[src/rtl/bp_be_prefetch_scheduler.sv]
// Round-robin scheduler sharing one prefetch generator between striding-load requesters.
// Define BP_BE_PREFETCH_SCHED_DEDUP_EN to drop requests repeating the last forwarded pc/block.
module bp_be_prefetch_scheduler #(
  parameter int vaddr_width_p = 39
 ,parameter int num_req_p = 2
 ,parameter int loop_range_p = 8
 ,parameter int stride_width_p = 8
 ,parameter int gap_width_p = 4
`ifdef BP_BE_PREFETCH_SCHED_DEDUP_EN
 ,parameter int dcache_block_width_p = 512
`endif
 ,localparam int id_width_lp = (num_req_p > 1) ? $clog2(num_req_p) : 1
) (
  input  logic clk_i
 ,input  logic reset_i
 ,input  logic enable_i
 ,input  logic flush_i
 ,input  logic [gap_width_p-1:0] gap_i
 ,input  logic [num_req_p-1:0] req_v_i
 ,output logic [num_req_p-1:0] req_ready_and_o
 ,input  logic [num_req_p*vaddr_width_p-1:0] req_pc_i
 ,input  logic [num_req_p*loop_range_p-1:0] req_loop_counter_i
 ,input  logic [num_req_p*vaddr_width_p-1:0] req_eff_addr_i
 ,input  logic [num_req_p*stride_width_p-1:0] req_stride_i
 ,output logic gen_v_o
 ,input  logic gen_ready_and_i
 ,output logic [vaddr_width_p-1:0] gen_pc_o
 ,output logic [loop_range_p-1:0] gen_loop_counter_o
 ,output logic [vaddr_width_p-1:0] gen_eff_addr_o
 ,output logic [stride_width_p-1:0] gen_stride_o
 ,output logic [id_width_lp-1:0] grant_id_o
);

  typedef enum logic [1:0] {e_idle, e_hold, e_gap} state_e;

  state_e state;
  logic [id_width_lp-1:0] ptr;
  logic [gap_width_p-1:0] cnt;

  logic found, arb_en, accept, drop, dup;
  logic [id_width_lp-1:0] winner, ptr_next;
  logic [vaddr_width_p-1:0] win_pc, win_addr;
  logic [loop_range_p-1:0] win_loop;
  logic [stride_width_p-1:0] win_stride;
  int best_d, d;

  // Pick the valid requester closest to the pointer, counting upward with wrap.
  always_comb begin
    found = 1'b0;
    winner = '0;
    win_pc = '0;
    win_addr = '0;
    win_loop = '0;
    win_stride = '0;
    best_d = num_req_p;
    d = 0;
    for (int i = 0; i < num_req_p; i++) begin
      d = i - int'(ptr);
      if (d < 0) d = d + num_req_p;
      if (req_v_i[i] && d < best_d) begin
        best_d = d;
        found = 1'b1;
        winner = id_width_lp'(i);
        win_pc = req_pc_i[i*vaddr_width_p +: vaddr_width_p];
        win_addr = req_eff_addr_i[i*vaddr_width_p +: vaddr_width_p];
        win_loop = req_loop_counter_i[i*loop_range_p +: loop_range_p];
        win_stride = req_stride_i[i*stride_width_p +: stride_width_p];
      end
    end
  end

  assign arb_en = !reset_i && (state == e_idle) && enable_i && !flush_i;
  assign accept = arb_en && found;
  assign ptr_next = (winner == id_width_lp'(num_req_p - 1))
                  ? '0 : winner + id_width_lp'(1);

  always_comb begin
    req_ready_and_o = '0;
    for (int i = 0; i < num_req_p; i++)
      req_ready_and_o[i] = accept && (winner == id_width_lp'(i));
  end

`ifdef BP_BE_PREFETCH_SCHED_DEDUP_EN
  localparam int blk_shift_lp = $clog2(dcache_block_width_p / 8);
  logic last_v;
  logic [vaddr_width_p-1:0] last_pc, last_blk;

  assign dup = last_v && (last_pc == win_pc)
            && (last_blk == (win_addr >> blk_shift_lp));

  always_ff @(posedge clk_i) begin
    if (reset_i || flush_i) begin
      last_v <= 1'b0;
      last_pc <= '0;
      last_blk <= '0;
    end else if (gen_v_o && gen_ready_and_i) begin
      last_v <= 1'b1;
      last_pc <= gen_pc_o;
      last_blk <= gen_eff_addr_o >> blk_shift_lp;
    end
  end
`else
  assign dup = 1'b0;
`endif

  assign drop = (win_loop == '0) || (win_stride == '0) || dup;

  always_ff @(posedge clk_i) begin
    if (reset_i) begin
      state <= e_idle;
      ptr <= '0;
      cnt <= '0;
      gen_v_o <= 1'b0;
      gen_pc_o <= '0;
      gen_loop_counter_o <= '0;
      gen_eff_addr_o <= '0;
      gen_stride_o <= '0;
      grant_id_o <= '0;
    end else if (flush_i) begin
      state <= e_idle;
      cnt <= '0;
      gen_v_o <= 1'b0;
    end else begin
      unique case (state)
        e_idle: if (accept) begin
          ptr <= ptr_next;
          if (!drop) begin
            state <= e_hold;
            gen_v_o <= 1'b1;
            gen_pc_o <= win_pc;
            gen_loop_counter_o <= win_loop;
            gen_eff_addr_o <= win_addr;
            gen_stride_o <= win_stride;
            grant_id_o <= winner;
          end
        end
        e_hold: if (gen_ready_and_i) begin
          gen_v_o <= 1'b0;
          cnt <= gap_i;
          state <= (gap_i == '0) ? e_idle : e_gap;
        end
        e_gap: begin
          cnt <= cnt - gap_width_p'(1);
          if (cnt <= gap_width_p'(1)) begin
            cnt <= '0;
            state <= e_idle;
          end
        end
        default: state <= e_idle;
      endcase
    end
  end

endmodule

[config.mk]
export PLATFORM = sky130hd
export DESIGN_NAME = bp_be_prefetch_scheduler
export DESIGN_NICKNAME = d
export VERILOG_FILES = /design/src/rtl/bp_be_prefetch_scheduler.sv
export SDC_FILE = /design/constraint.sdc
export NUM_CORES = 1
export LEC_CHECK = 0
export ABC_CLOCK_PERIOD_IN_PS = 2300
export BUFFER_PORTS_ARGS = -buffer_cell sky130_fd_sc_hd__buf_2
export CAP_MARGIN = 20
export CORE_AREA = 3 3 114 116
export DETAILED_ROUTE_END_ITERATION = 7
export DIE_AREA = 0 0 117 119
export PLACE_DENSITY = 0.75
export SETUP_SLACK_MARGIN = 0.2
export SYNTH_ARGS = -nofsm -noshare
export SYNTH_HDL_FRONTEND = slang
export SYNTH_SLANG_ARGS = --single-unit
export TNS_END_PERCENT = 30
[constraint.sdc]
create_clock -name clk_i -period 2.3 [get_ports clk_i]
set_input_delay 0.23 -clock clk_i [delete_from_list [all_inputs] [get_ports clk_i]]
set_output_delay 0.23 -clock clk_i [all_outputs]
set_load 0.03 [all_outputs]
==> metrics.md, run 1 <==
| Metric | Value |
|---|---|
| Share of power burned in registers | 0.426 |
| Clock network fraction of total power | 0.398 |
| CTS Buf Count | 9 |
| Hpwl dp | 12000 um |
| Initial core utilization | 0.413 |
| Synth top area share | 0.416 |
| Final min period | 2050 ps |
| Endpoints failing hold | 0 |
| Largest net degree at the start of global routing | 83 |
| Sequential cell area | 2060 um^2 |
| RSZ-0062 raised after global routing | true |
| Total Routing Usage GR | 0.227 |
| Cell Pwr Density | 631 nW/um^2 |
| Final GP Congestion | 0.848 |
| Place WS | 216 ps |
| Die area | ~14000 um^2 |
| Run status | finished, final reports clean |
| Wirelength, routed | 16900 um |
| Synth area leaders | dfxtp_1, a311oi_1, a21oi_1, nand3_1, nand2_1 |
| Cell-internal power | 0.00320 W |
| Asr flop ratio synth | 0 |
| XOR/XNOR share of the synthesized area | 0.00177 |
| First-pass GRT wire length | 25900 um |
| Clk root buf | clkbuf_16 |
| Fin crit share | 0.890 |
| ANT nets after route | 0 |
| Core Region | 12000 um^2 |
| Die H | about 120 um |
| Vias | approximately 5700 |
| Kind of critical path | register to primary output |
| Synth Warn # | 0 |
| Post-synth EDFFs | 0 |
| Port bufs | 296 |
| Number of vias per cell | 5.67 |
| Max clock buf depth | 2 |
| Synth Area in Simple Gates | 0.187 |
| Fillers | 1125 |
| Post-synthesis net count | approximately 800 |
| Count leader, synth | dfxtp_1 |
| Top FF cell, synth | dfxtp_1 |
| Startpoint Class | register |
| Combinational Power Share | 0.176 |
| Rel. slew slack | 0.364 |
| Post-synthesis adder-cell area fraction | 0.00505 |
| # rows | 40 |
| Leading area contributor after synthesis | dfxtp_1 |
| Hold crit path type | input pin to register |
| F_max | between 400 and 500 MHz |
| CP max FO | 48 |
| Clk_lat worst skew | 340 ps |
| Routed wire per std cell | between 15 and 20 um |
| Critical path arrival | 1820 ps |
| Nets | ~1100 |
| Grt ovf | 0 |
| Mean post-synth cell area | 8.31 um^2 |
| Worst-margin pin slew | 954 ps |
| Slew Viols, Final | 0 |
| Setup TNS | 0 ps |
| Post-synthesis sequential area ratio | 0.416 |
| Synthesis-to-finish area growth | 39.0% |
| Mapped Area | between 4000 and 5000 um^2 |
| P_leak | 3.05 nW |
| Layout cell share with drive strength beyond 1 | 0.426 |
| Vias in the first global route | 5184 |
| Synth Area in Compound Gates | 0.326 |
| VDD IR max | 0.355 mV |
| DRC errors left | 0 |
| Initial antenna violation count | 1 |
| Net switching power figure | 0.00115 W |
| Critical Path RT | 2070 ps |
| R2r setup slk | 350 ps |
| CTS tree | done |
| CTS clk-pin slew, worst paths | 70 ps |
| Max-cap viol count | 0 |
| Detailed Route Iter0 Violations | approximately 320 |
| Htree depth | 3 |
| CTS Sinks | 103 |
| Setup Skew | just over 9 ps |
| Largest family of logic cells by synthesized area | compound AO/OA/AOI/OAI gates |
| Sw Share | 0.264 |
| Top Ports | 297 |
| Die width | 117 um |
| Mux share of post-synthesis cell area | 0 |
| 1st-pass router iterations | 6 |
| Instance count of the mapped netlist | between 500 and 600 |
| Top cells by count, synth | dfxtp_1, a21oi_1, nand2_1 |
| Worst setup margin | 254 ps |
| #FFs+latches synth | 103 |
| Area occupied by multi-input gates | 2580 um^2 |
| Final setup vio count | 0 |
| Post-synthesis cell type count | 42 |
| Crit end category | primary output |
-- cell usage in the layout, fill, tap and decap left out, types with 2 or more instances in the layout --
cell       instances
inv_1              4
nor2_1             8
a21oi_1           92
nor3b_1            2
buf_12             5
clkbuf_8           4
a311oi_1          69
nand2_1           70
o21ai_0            3
nor3_1            19
buf_2            296
dfxtp_1          103
o211ai_2           2
or4_1              8
and3_1            10
buf_4             14
clkbuf_16          9
a211oi_2          10
a22oi_1           16
nand3_1           69
ha_1               2
and2_1             2
bufinv_16          2
a31o_2            16
-- per-stage QoR --
stage | util | power, W | hold WS, ps | cell area [um^2] | instances
2_1_floorplan | - | 0.00233 | 307 | 4960 | 597
3_3_place_gp | 0.545 | 0.00266 | 421 | 6540 | 990
3_5_place_dp | 0.545 | 0.00266 | 432 | 6540 | 990
4_1_cts | 0.573 | 0.00437 | 72.4 | 6890 | 1006
5_1_grt | 0.574 | 0.00452 | 80.6 | 6890 | 1007
6_report | 0.574 | 0.00435 | 90.3 | 6890 | 1007
-- per-layer routing --
metal,global-route usage,share of wire
met1,0.291,0.41
met2,0.379,0.49
met3,0.0452,0.081
met4,0.0703,0.017
met5,0,0
-- worst paths after layout --
kind / start / to / depth (start not counted)
worst min register to register: gen_loop_counter_o[2] / gen_loop_counter_o[2] / 1
worst max register to register: ptr / gen_pc_o[31] / 6
worst max-delay path: ptr / req_ready_and_o[0] / 4
worst min-delay path: flush_i / cnt[2] / 2
-- cells by family after synthesis --
kind of cell | after synthesis
AOI/OAI and AO/OA | 222
and+or+nand+nor | 194
adders and majority gates | 2
DFF | 103
xor gates and xnor gates | 1
buffers and inverters | 75
-- power by group through the flow --
stage / Sequential (W) / Combinational (W) / Clock [W]
global route: 0.00186 / 0.000836 / 0.00182
floorplan: 0.00199 / 0.000343 / 0
finish: 0.00185 / 0.000765 / 0.00173
CTS: 0.00185 / 0.000765 / 0.00176
detailed placement: 0.00189 / 0.000763 / 0
global placement: 0.00189 / 0.000763 / 0
-- final cells by class --
type | count | share of cell area
repair buffers | 316 | 0.246
inverters | 5 | 0.00272
multi-input cells | 419 | 0.375
clock buffers | 14 | 0.0412
diodes | 1 | 0.000363
well taps | 147 | 0.0267
clock inverters | 2 | 0.00871
flip-flops and latches | 103 | 0.299
-- worst max-delay path, cell delays in order (launching register included) --
cell and delay [ps]:
dfxtp_1 360, nand2b_1 270, and2_4 540, nor2_1 100, buf_2 200
-- what timing repair did --
action,in CTS,in global routing
resized for setup,0,1
hold endpoints to repair,0,0
setup endpoints to repair,0,47
hold buffers,0,0
buffers inserted,0,0
-- flip-flops by register name, summed over array words and instances (netlist names) --
signal,count
gen_v_o,1
state,2
gen_eff_addr_o,39
gen_stride_o,8
cnt,4
gen_pc_o,39
grant_id_o,1
ptr,1
gen_loop_counter_o,8
Note: power is estimated with default switching activity, not from simulation.
==> run 2: changes to the inputs <==
--- a/config.mk
+++ b/config.mk
@@ -5,13 +5,13 @@
 export SDC_FILE = /design/constraint.sdc
 export NUM_CORES = 1
 export LEC_CHECK = 0
-export ABC_CLOCK_PERIOD_IN_PS = 2300
+export ABC_CLOCK_PERIOD_IN_PS = 2400
 export BUFFER_PORTS_ARGS = -buffer_cell sky130_fd_sc_hd__buf_2
 export CAP_MARGIN = 20
-export CORE_AREA = 3 3 114 116
+export CORE_AREA = 3 3 113 115
 export DETAILED_ROUTE_END_ITERATION = 7
-export DIE_AREA = 0 0 117 119
-export PLACE_DENSITY = 0.75
+export DIE_AREA = 0 0 116 118
+export PLACE_DENSITY = 0.76
 export SETUP_SLACK_MARGIN = 0.2
 export SYNTH_ARGS = -nofsm -noshare
 export SYNTH_HDL_FRONTEND = slang
==> constraint.sdc (replaced) <==
create_clock -name clk_i -period 2.4 [get_ports clk_i]
set_input_delay 0.24 -clock clk_i [delete_from_list [all_inputs] [get_ports clk_i]]
set_output_delay 0.24 -clock clk_i [all_outputs]
set_load 0.03 [all_outputs]
==> metrics.md, run 2 (synthesis gave the netlist of run 1 again) <==
| Metric | Value |
|---|---|
| 1st-pass router iterations | 7 (+1) |
| Total stage count of the critical path | 6 (+2) |
| Crit path buf inv count | 1 (unchanged) |
| Clk root buf | clkbuf_16 |
| CTS Sinks | 103 (unchanged) |
| # rows | 40 (unchanged) |
| Top delay family on crit path | compound AO/OA/AOI/OAI gates |
| Post-Layout Inst Area | 6860 um^2 (-0.44%) |
| CTS clk-pin slew, worst paths | 60 ps (about the same) |
| Setup TNS | 0 ps (unchanged) |
| Crit end category | register |
| Max clock buf depth | 2 (unchanged) |
| Cell Pwr Density | 571 nW/um^2 (-9.4%) |
| Largest net degree at the start of global routing | 83 (unchanged) |
| Endpoints failing hold | 0 (unchanged) |
| Detailed Route Iter0 Violations | 467 (+45%) |
| Number of vias per cell | 5.80 (+2.4%) |
| CP max stage cell | buf_4 |
| Final GP Congestion | 0.831 (-2.0%) |
| Cts repair resizes | 0 (unchanged) |
| First-pass GRT wire length | 26800 um (+3.2%) |
| Postcts setup bufs | 0 (unchanged) |
| CP max FO | 45 (-6.3%) |
| Crit path largest cell delay | 450 ps (-90 ps) |
| Vias | 5879 (+3.0%) |
| Critical path arrival | 2210 ps (+390 ps) |
| Top flop regs | gen_eff_addr_o: 39 flops, gen_pc_o: 39 flops |
| Hold crit path type | input pin to register |
| Port bufs | 296 (unchanged) |
| Final min period | 2040 ps |
| Kind of critical path | register to register |
| F_max | 491 MHz |
| Cell chain of the critical path | nand2b_1 > o211ai_2 > a22o_1 > nor2_4 > buf_4 > a311oi_1 |
| Placed cells | 998 (+0.81%) |
| Commonest non-fill, non-tap cell in the layout | buf_2 |
| Startpoint Class | register |
| Vias in the first global route | 5333 (+2.9%) |
| Cell count of the worst hold path | 2 (unchanged) |
| Hold slack final | 91.4 ps (+1.19 ps) |
| Setup Skew | 3.09 ps (-6.03 ps) |
| Total Routing Usage GR | 0.239 (+0.0123) |
| Clk_lat worst skew | 330 ps (about the same) |
| Initial core utilization | 0.416 (+0.00347) |
| Critical Path RT | 2570 ps (+500 ps) |
| Wirelength, routed | 17500 um (+3.4%) |
| VDD IR max | 0.385 mV (+8.7%) |
| Nets | 1063 (+0.76%) |
| ANT nets after route | 0 (unchanged) |
| Highest-count cells in the layout ignoring fill and taps | buf_2, dfxtp_1, a21oi_1 |
| Worst-margin pin slew | 948 ps (-6.47 ps) |
| Die H | 118 um (-0.84%) |
| Routed wire per std cell | 17.3 um (+2.8%) |
| Hold_buf cts | 0 (unchanged) |
| Htree depth | 3 (unchanged) |
| Grt ovf | 0 (unchanged) |
| Die area | 13700 um^2 (-1.7%) |
| Cell Area, Placed | 6590 um^2 (+0.73%) |
| Layout cell share with drive strength beyond 1 | 0.428 (+0.00216) |
| CTS Buf Count | 9 (unchanged) |
| Rel. slew slack | 0.368 (+0.00432) |
| Max-cap viol count | 0 (unchanged) |
| CTS tree | done |
| Register-to-Register Path Depth | 6 (unchanged) |
| Final setup vio count | 0 (unchanged) |
| Run status | finished, final reports clean |
| Slew Viols, Final | 0 (unchanged) |
| DRC errors left | 0 (unchanged) |
| Core Region | 11900 um^2 (-0.83%) |
| Finished Layout Cells | 1013 (+0.60%) |
| Fin crit share | 0.848 |
| Pwr Total | 0.00392 W (-9.8%) |
| Initial antenna violation count | 2 (+1) |
| Hpwl dp | 12300 um (+2.1%) |
| Die width | 116 um (-0.85%) |
| Top Ports | 297 (unchanged) |
| RSZ-0062 raised after global routing | false |
| P_leak | 3.05 nW (about the same) |
| Synthesis-to-finish area growth | 38.4% |
run 2: metrics by stage:
stage | setup WS [ps] | util
final | 364 | 0.576
after global routing | 220 | 0.576
after CTS | 373 | 0.576
after detailed placement | 203 | 0.553
after global placement | 292 | 0.553
after floorplan | 532 | -
run 2: layout make-up:
| type | instances | area, um^2 |
|---|---|---|
| fill | 1157 | 5050 |
| multi-input combinational | 419 | 2580 |
| sequential | 103 | 2060 |
| timing repair buffer | 324 | 1740 |
| clock buffer | 11 | 233 |
| tap | 147 | 184 |
| clock inverter | 2 | 35.0 |
| inverter | 5 | 18.8 |
| antenna | 2 | 5.00 |
run 2: worst paths after layout:
kind,start,to,slack (ps)
worst max-delay path,ptr,gen_eff_addr_o[22],360
worst min register to register,gen_v_o,gen_v_o,460
worst min-delay path,flush_i,cnt[2],90
worst max register to register,ptr,gen_eff_addr_o[22],360
run 2: power by group:
part,total (W),switching (W),internal (W)
Combinational,0.000754,0.000459,0.000295
Clock,0.00139,0.000597,0.000791
Sequential,0.00178,0.0000234,0.00175
Total,0.00392,0.00108,0.00284
run 2: worst reg2reg max path: cells and delay by family, from the launching register on:
kind / cells / cell delay, ps
compound gates: 3 / 690
buf+inv: 1 / 450
flops: 1 / 390
simple gates: 2 / 350
run 2: layer usage:
metal / track usage / vias to the layer above / wire length [um]
met3: 0.0391 / 41 / 1370
met2: 0.388 / 304 / 8510
met1: 0.305 / 2730 / 7070
met5: 0 / - / 0
li1: - / 2804 / -
met4: 0.112 / 0 / 552
